--- src/rtl/hdmi_tg_pkg.sv ---
// Shared timing defaults, total derivation, sync polarity constants and helpers
// for the HDMI timing generator.
package hdmi_tg_pkg;

   localparam int CNT_W = 10;

   localparam int DEF_H_ACTIVE = 640;
   localparam int DEF_H_FP     = 16;
   localparam int DEF_H_SYNC   = 96;
   localparam int DEF_H_BP     = 48;
   localparam int DEF_V_ACTIVE = 480;
   localparam int DEF_V_FP     = 10;
   localparam int DEF_V_SYNC   = 2;
   localparam int DEF_V_BP     = 33;
   localparam int DEF_READ_LAT = 2;

   localparam int SYNC_POL_LOW  = 0;
   localparam int SYNC_POL_HIGH = 1;

   typedef enum logic {TG_IDLE, TG_RUN} tg_state_t;

   // Raw timing strobes carried together through the pixel delay line.
   typedef struct packed {
      logic de;
      logic hs;
      logic vs;
   } tg_sig_t;

   function automatic int tg_total(input int act, input int fp, input int sync, input int bp);
      return act + fp + sync + bp;
   endfunction

   localparam int DEF_H_TOTAL = tg_total(DEF_H_ACTIVE, DEF_H_FP, DEF_H_SYNC, DEF_H_BP);
   localparam int DEF_V_TOTAL = tg_total(DEF_V_ACTIVE, DEF_V_FP, DEF_V_SYNC, DEF_V_BP);

   function automatic logic [23:0] bar_color(input logic [2:0] idx);
      case (idx)
         3'd0:    bar_color = 24'hFFFFFF;
         3'd1:    bar_color = 24'hFFFF00;
         3'd2:    bar_color = 24'h00FFFF;
         3'd3:    bar_color = 24'h00FF00;
         3'd4:    bar_color = 24'hFF00FF;
         3'd5:    bar_color = 24'hFF0000;
         3'd6:    bar_color = 24'h0000FF;
         default: bar_color = 24'h000000;
      endcase
   endfunction

endpackage

--- src/rtl/tg_delay_line.sv ---
// Pixel-tick gated shift line: DEPTH stages of WIDTH bits, advancing only on en.
// DEPTH=0 is a straight wire.
module tg_delay_line #(
   parameter int WIDTH = 1,
   parameter int DEPTH = 2
) (
   input  logic             clk,
   input  logic             rstn,
   input  logic             en,
   input  logic             clr,
   input  logic [WIDTH-1:0] d,
   output logic [WIDTH-1:0] q
);

   generate
      if (DEPTH == 0) begin : g_thru
         logic unused_ctl;
         assign unused_ctl = ^{clk, rstn, en, clr};
         assign q = d;
      end else begin : g_shift
         logic [DEPTH-1:0][WIDTH-1:0] sr;

         always_ff @(posedge clk or negedge rstn) begin
            if (!rstn) begin
               sr <= '0;
            end else if (clr) begin
               sr <= '0;
            end else if (en) begin
               sr[0] <= d;
               for (int i = 1; i < DEPTH; i++) sr[i] <= sr[i-1];
            end
         end

         assign q = sr[DEPTH-1];
      end
   endgenerate

endmodule

--- src/rtl/hdmi_timing_gen.sv ---
// HDMI/DVI raster timing generator with pixel-tick delayed DE/sync.
// Define HDMI_TG_TESTPAT_EN to add the tp_data 8-bar colour pattern output.
module hdmi_timing_gen
   import hdmi_tg_pkg::*;
#(
   parameter int H_ACTIVE = DEF_H_ACTIVE,
   parameter int H_FP     = DEF_H_FP,
   parameter int H_SYNC   = DEF_H_SYNC,
   parameter int H_BP     = DEF_H_BP,
   parameter int V_ACTIVE = DEF_V_ACTIVE,
   parameter int V_FP     = DEF_V_FP,
   parameter int V_SYNC   = DEF_V_SYNC,
   parameter int V_BP     = DEF_V_BP,
   parameter int SYNC_POL = SYNC_POL_LOW,
   parameter int READ_LAT = DEF_READ_LAT
) (
   input  logic             clk,
   input  logic             rstn,
   input  logic             pix_en,
   input  logic             run,
`ifdef HDMI_TG_TESTPAT_EN
   output logic [23:0]      tp_data,
`endif
   output logic             HVsync,
   output logic             HMemRead,
   output logic             pVDE,
   output logic             hsync,
   output logic             vsync,
   output logic             frame_start,
   output logic [CNT_W-1:0] pix_cnt,
   output logic [CNT_W-1:0] line_cnt
);

   localparam int H_TOTAL = tg_total(H_ACTIVE, H_FP, H_SYNC, H_BP);
   localparam int V_TOTAL = tg_total(V_ACTIVE, V_FP, V_SYNC, V_BP);

   localparam logic [CNT_W-1:0] H_LAST = CNT_W'(H_TOTAL - 1);
   localparam logic [CNT_W-1:0] V_LAST = CNT_W'(V_TOTAL - 1);
   localparam logic [CNT_W-1:0] H_ACT  = CNT_W'(H_ACTIVE);
   localparam logic [CNT_W-1:0] V_ACT  = CNT_W'(V_ACTIVE);
   localparam logic [CNT_W-1:0] HS_BEG = CNT_W'(H_ACTIVE + H_FP);
   localparam logic [CNT_W-1:0] HS_END = CNT_W'(H_ACTIVE + H_FP + H_SYNC);
   localparam logic [CNT_W-1:0] VS_BEG = CNT_W'(V_ACTIVE + V_FP);
   localparam logic [CNT_W-1:0] VS_END = CNT_W'(V_ACTIVE + V_FP + V_SYNC);

   tg_state_t        state, state_nxt;
   logic [CNT_W-1:0] hcnt, vcnt, h_nxt, v_nxt;
   logic             fs_nxt, fs_q;
   logic             hv_nxt, hv_q;
   logic             live;
   tg_sig_t          raw_nxt, raw_q, dly;

   always_ff @(posedge clk or negedge rstn) begin
      if (!rstn) begin
         state <= TG_IDLE;
         hcnt  <= '0;
         vcnt  <= '0;
         fs_q  <= 1'b0;
         hv_q  <= 1'b0;
         raw_q <= '0;
      end else begin
         state <= state_nxt;
         hcnt  <= h_nxt;
         vcnt  <= v_nxt;
         fs_q  <= fs_nxt;
         hv_q  <= hv_nxt;
         raw_q <= raw_nxt;
      end
   end

   // The first tick after start only arms the raster at 0,0 and marks the frame.
   always_comb begin
      state_nxt = state;
      h_nxt     = hcnt;
      v_nxt     = vcnt;
      fs_nxt    = 1'b0;
      if (!run) begin
         state_nxt = TG_IDLE;
         h_nxt     = '0;
         v_nxt     = '0;
      end else if (pix_en) begin
         case (state)
            TG_IDLE: begin
               state_nxt = TG_RUN;
               h_nxt     = '0;
               v_nxt     = '0;
               fs_nxt    = 1'b1;
            end
            default: begin
               if (hcnt == H_LAST) begin
                  h_nxt = '0;
                  if (vcnt == V_LAST) begin
                     v_nxt  = '0;
                     fs_nxt = 1'b1;
                  end else begin
                     v_nxt = vcnt + CNT_W'(1);
                  end
               end else begin
                  h_nxt = hcnt + CNT_W'(1);
               end
            end
         endcase
      end
      live       = (state_nxt == TG_RUN);
      raw_nxt.de = live && (h_nxt < H_ACT) && (v_nxt < V_ACT);
      raw_nxt.hs = live && (h_nxt >= HS_BEG) && (h_nxt < HS_END);
      raw_nxt.vs = live && (v_nxt >= VS_BEG) && (v_nxt < VS_END);
      hv_nxt     = live && (v_nxt < V_ACT);
   end

   tg_delay_line #(.WIDTH($bits(tg_sig_t)), .DEPTH(READ_LAT)) u_sig_dly (
      .clk  (clk),
      .rstn (rstn),
      .en   (pix_en & run),
      .clr  (~run),
      .d    (raw_q),
      .q    (dly)
   );

   assign HMemRead    = raw_q.de;
   assign HVsync      = hv_q;
   assign frame_start = fs_q;
   assign pVDE        = dly.de;
   assign hsync       = (SYNC_POL != 0) ? dly.hs : ~dly.hs;
   assign vsync       = (SYNC_POL != 0) ? dly.vs : ~dly.vs;
   assign pix_cnt     = hcnt;
   assign line_cnt    = vcnt;

`ifdef HDMI_TG_TESTPAT_EN
   logic [2:0] bar_nxt, bar_q, bar_d;

   always_comb begin
      bar_nxt = '0;
      if (raw_nxt.de) bar_nxt = 3'((32'(h_nxt) * 32'd8) / 32'(H_ACTIVE));
   end

   always_ff @(posedge clk or negedge rstn) begin
      if (!rstn) bar_q <= '0;
      else       bar_q <= bar_nxt;
   end

   tg_delay_line #(.WIDTH(3), .DEPTH(READ_LAT)) u_bar_dly (
      .clk  (clk),
      .rstn (rstn),
      .en   (pix_en & run),
      .clr  (~run),
      .d    (bar_q),
      .q    (bar_d)
   );

   assign tp_data = dly.de ? bar_color(bar_d) : 24'h000000;
`endif

endmodule

--- config.mk ---
export PLATFORM = sky130hd
export DESIGN_NAME = hdmi_timing_gen
export DESIGN_NICKNAME = d
export VERILOG_FILES = /design/src/rtl/hdmi_tg_pkg.sv /design/src/rtl/tg_delay_line.sv /design/src/rtl/hdmi_timing_gen.sv
export SDC_FILE = /design/constraint.sdc
export NUM_CORES = 1
export LEC_CHECK = 0
export CAP_MARGIN = 40
export CORE_MARGIN = 4
export CORE_UTILIZATION = 45
export DETAILED_ROUTE_END_ITERATION = 8
export GPL_TIMING_DRIVEN = 0
export PLACE_DENSITY = 0.7
export SYNTH_ARGS = -nofsm -noshare
export SYNTH_HDL_FRONTEND = slang
export SYNTH_SLANG_ARGS = --single-unit
--- constraint.sdc ---
create_clock -name clk -period 4.31 [get_ports clk]
set_input_delay 0.6465 -clock clk [delete_from_list [all_inputs] [get_ports clk]]
set_output_delay 0.6465 -clock clk [all_outputs]
set_load 0.05 [all_outputs]
Word level (Yosys, flattened, before mapping)
Cells that the tools add are included.
{ "op_classes": {"n_mux": 18, "n_lt_le_gt_ge": 6, "bitwise_logic": 3, "n_reduce_logical": 7, "add_sub_neg": 2, "eq_ne": 3} }
{ "ops": {"columns": ["operator", "count"], "rows": [
  ["$mux 10", 9],
  ["$add 10x1->10 const B", 2],
  ["$eq 10x10->1 const B", 2],
  ["$lt 10x10->1 const B", 2],
  ["$lt 10x9->1 const B", 2],
  ["$mux 6", 2],
  ["$ge 10x10->1 const B", 1],
  ["$ge 10x9->1 const B", 1],
  ["$logic_and 1x1->1", 7],
  ["$mux 1", 7],
  ["$ne 2x1->1 const B", 1],
  ["$not 1->1", 2],
  ["$and 1x1->1", 1]
]} }
{ "word_totals": {"inputBits": 4, "ff_bits": 32, "output_inout_bits": 26, "wordCells": 49} }

Depth between registers and ports, before layout
{ "depth": {"ltp_word": 9, "mapped_depth": 8} }

By module
Synthesis repeated with hierarchy kept, for this count alone.
{ "hier_totals": {"hier_cells": 182, "hier_area_um2": 1745.4} }
{ "modules_own_cells": {"columns": ["mod", "area_per_inst_um2", "cells_each", "instances"], "rows": [
  ["hdmi_timing_gen", 1478.9, 160, 1],
  ["tg_delay_line", 266.5, 22, 1]
]} }

Worst setup path after synthesis
No wires, ideal clock.
{ "synth_timing": {"path_kind": "flip-flop to flip-flop", "from": "register hcnt[0] (netlist: pix_cnt[0])", "to": "register raw_q[0] in the netlist's numbering", "path_slack_ns": 1.616, "t_arrival_ns": 2.626, "path_stages_with_launch": 8, "path_buffers": 0, "required_ns": 4.242, "period_less_slack_ns": 2.694, "cell_sequence": "dfrtp_1 > ha_1 > nand4_2 > or4_4 > or3_1 > a22oi_1 > and4b_1 > and4_1"} }
{ "synth_rtl": {"columns": ["item", "line", "rtl"], "rows": [
  ["from (decl)", "hdmi_timing_gen.sv:47", "logic [CNT_W-1:0] hcnt, vcnt, h_nxt, v_nxt;"],
  ["from (signal assigned)", "hdmi_timing_gen.sv:63", "hcnt <= h_nxt;"],
  ["to (signal assigned)", "hdmi_timing_gen.sv:67", "raw_q <= raw_nxt;"],
  ["to (decl)", "hdmi_timing_gen.sv:51", "tg_sig_t raw_nxt, raw_q, dly;"]
]} }

==> flow_metrics.env <==
export IMPL_vias=1505
export IMPL_fill_cells=316
export IMPL_viasPerCell=5.64
export IMPL_crit_fanout=10
export IMPL_postRouteAntennaNets=0
export IMPL_finalSetupTns_ps=0
export IMPL_cp_end_kind="flip-flop"
export IMPL_synth_distinct_cells=45
export IMPL_cts_resized=0
export IMPL_final_cell_mix="dfrtp_1 (32), clkdlybuf4s50_1 (28), nor2_1 (17), inv_1 (10), a21oi_1 (10)"
export IMPL_p_leak_nw=0.906
export IMPL_pin_count=30
export IMPL_place_area_mm2=0.00210
export IMPL_relSlewSlack_pct=52.8
export IMPL_fin_nets=225
export IMPL_synth_seq_cells=32
export IMPL_p_total_mw=0.581
export IMPL_path_cells="clkdlybuf4s50_1 > buf_6 > nand4_2 > or4_4 > or3_1 > a22oi_1 > and4b_1 > and4_1"
export IMPL_ctsHoldBuffers=0
export IMPL_initialDrtViolationCount=109
export IMPL_cts_tree="done"
export IMPL_ys_async_sr_fraction_pct=100
export IMPL_rsz0062_at_grt="no"
export IMPL_tightest_slew_ps=708
export IMPL_diodes=0
export IMPL_wirelength_um=4000
export IMPL_maxCapViolCount=0
export IMPL_layout_commonest_cell="dfrtp_1"
export IMPL_first_pass_iters=4
export IMPL_hold_class="input port to async pin"
export IMPL_antenna_found_initial=0
export IMPL_crit_end="raw_q[0]$_DFF_PN0_"
export IMPL_cts_root_buf="clkbuf_8"
export IMPL_rows=22
export IMPL_port_buffers=29
export IMPL_r2r_cells=7
export IMPL_dpl_hpwl_um=2870
export IMPL_yosys_warnings=0
export IMPL_ir_drop_uv=173
export IMPL_rrSetupSlack_ps=1620
export IMPL_synthCells=182
export IMPL_period_needed_ps=2890
export IMPL_die_w_um=70.5
export IMPL_cts_buffers=5
export IMPL_clock_sinks=32
export IMPL_final_area_mm2=0.00219
export IMPL_finalMaxSlewViolations=0
export IMPL_grt_max_degree=33
export IMPL_clk_pin_slew_ps=70
export IMPL_syn_num_nets=189
export IMPL_dieHeight_um=70.5
export IMPL_wire_per_inst_um=15.0
export IMPL_wl_met2_um=1930
export IMPL_finalCritPeriodShare_pct=67.0
export IMPL_p_per_area_mw_per_mm2=265
export IMPL_worstSetupStartpoint="pix_en"
export IMPL_grt_pass1_vias=1471
export IMPL_die_area_mm2=0.00497
export IMPL_r2r_start="pix_cnt[0]$_DFF_PN0_"
export IMPL_post_cts_buffers=0
export IMPL_start_util_pct=47.3
export IMPL_pre_cts_ws_ps=1140
export IMPL_slowest_stage="or4_4"
export IMPL_crit_path_max_incr_delay_ps=580
export IMPL_clock_latency_ps=290
export IMPL_cp_start_kind="input port"
export IMPL_cp_arrival_ps=3110
export IMPL_wl_met3_um=219
export IMPL_globalRouteTotalUtil_pct=17.1
export IMPL_critical_path_required_ps=4530
export IMPL_gp_congestion=0.807
export IMPL_r2r_end="raw_q[1]$_DFF_PN0_"
export IMPL_setup_viol=0
export IMPL_hold_viol=0
export IMPL_ys_seq_area_share_pct=45.6
export IMPL_max_freq_ghz=0.346
export IMPL_syn_area_per_cell_um2=9.66
export IMPL_drc=0
export IMPL_status="complete, no violations"
export IMPL_synth_edf_count=0
export IMPL_fin_skew_ps=2.30
export IMPL_core_mm2=0.00372
export IMPL_synth_area_mm2=0.00176
export IMPL_grt_pass1_wl_um=6840
export IMPL_met1Wirelength_um=1800
export IMPL_clockBufferDepth=2
export IMPL_h_tree_depth=2
export IMPL_grt_overflow=0
export IMPL_dr_max_layer_used="met4"
export IMPL_area_delta_synth_final_pct=24.6
export IMPL_path_class="input port to flip-flop"
export IMPL_drive_above_1_share_pct=8.68
export IMPL_ys_flop_type="dfrtp_1"
export IMPL_fin_ws_ps=1420
==> power breakdown <==
part           internal [mW]  switching (mW)  total (mW)
clock                  0.112           0.113       0.225
sequential             0.304         0.00321       0.307
combinational         0.0156          0.0330      0.0486
total                  0.432           0.149       0.581
==> flip-flops by register name, summed over array words and instances, names as in the netlist <==
| signal | flops |
|---|---|
| u_sig_dly.q | 3 |
| HMemRead | 1 |
| line_cnt | 10 |
| frame_start | 1 |
| u_sig_dly.g_shift.sr | 3 |
| HVsync | 1 |
| raw_q | 2 |
| state | 1 |
| pix_cnt | 10 |
==> cell type report <==
class	instances	area, um^2	share of cell area, %
Buffer	8	48.8	2.23
Clock buffer	5	68.8	3.14
Clock inverter	3	18.8	0.857
Inverter	10	37.5	1.71
Multi-Input combinational cell	132	871	39.7
Sequential cell	32	801	36.6
Tap cell	48	60.1	2.74
Timing Repair Buffer	29	285	13.0
==> worst min-delay path by stage <==
stage,startpoint,endpoint,slack [ps],cells after the start
3_5_place_dp,u_sig_dly.g_shift.sr[2]$_DFFE_PN0P_,u_sig_dly.g_shift.sr[2]$_DFFE_PN0P_,540,2
6_report,rstn,u_sig_dly.g_shift.sr[2]$_DFFE_PN0P_,400,1
4_1_cts,rstn,u_sig_dly.g_shift.sr[2]$_DFFE_PN0P_,430,1
3_3_place_gp,raw_q[0]$_DFF_PN0_,u_sig_dly.g_shift.sr[0]$_DFFE_PN0P_,500,2
5_1_grt,rstn,u_sig_dly.g_shift.sr[2]$_DFFE_PN0P_,460,1
2_1_floorplan,rstn,HMemRead$_DFF_PN0_,350,0
==> cells in the mapped netlist (2+ instances only) <==
master | n | share of area, %
dfrtp_1 | 32 | 46
nor2_1 | 17 | 3.6
a21oi_1 | 10 | 2.8
inv_1 | 10 | 2.1
o21ai_0 | 9 | 2.6
nand2_1 | 8 | 1.7
nand3_1 | 8 | 2.3
nor2b_1 | 8 | 2.8
nor3_1 | 8 | 2.3
mux2i_1 | 6 | 3.4
xor2_1 | 6 | 3.0
clkbuf_1 | 5 | 1.1
or3_1 | 5 | 1.8
xnor2_1 | 5 | 2.5
and4_1 | 4 | 2.0
nand4_1 | 4 | 1.4
and3_1 | 3 | 1.1
ha_1 | 3 | 2.1
a22oi_1 | 2 | 0.85
a31oi_1 | 2 | 0.71
and4b_1 | 2 | 1.1
buf_6 | 2 | 1.3
==> worst max-delay path, delay by kind of cell <==
| kind | cells | cell delay (ps) |
|---|---|---|
| buffers and inverters | 2 | 650 |
| AOI/OAI and AO/OA | 1 | 210 |
| and+or+nand+nor | 5 | 1620 |
==> cells by family (layout without fill, tap and decap cells) <==
group	after synthesis	after routing	share of synthesized area (%)
flip-flops	32	32	45.6
adder cells (fa/ha/maj)	3	3	2.14
AO/OA/AOI/OAI	35	35	12.6
multiplexers	6	6	3.42
XOR/XNOR	11	11	5.48
buffers and inverters	18	55	4.91
AND/OR/NAND/NOR	77	77	25.9
==> per-layer routing <==
metal,GRT usage [%],vias to the layer above
li1,-,733
met1,22.1,723
met2,27.5,44
met3,4.75,5
met4,5.96,0
met5,0,-
==> metrics by stage <==
stage | utilization [%] | hold WS [ps] | instances
2_1_floorplan | - | 351 | 182
3_3_place_gp | 56.7 | 503 | 259
3_5_place_dp | 56.6 | 541 | 259
4_1_cts | 59.0 | 428 | 267
5_1_grt | 59.0 | 461 | 267
6_report | 59.0 | 404 | 267
(Power assumes the default switching activity.)
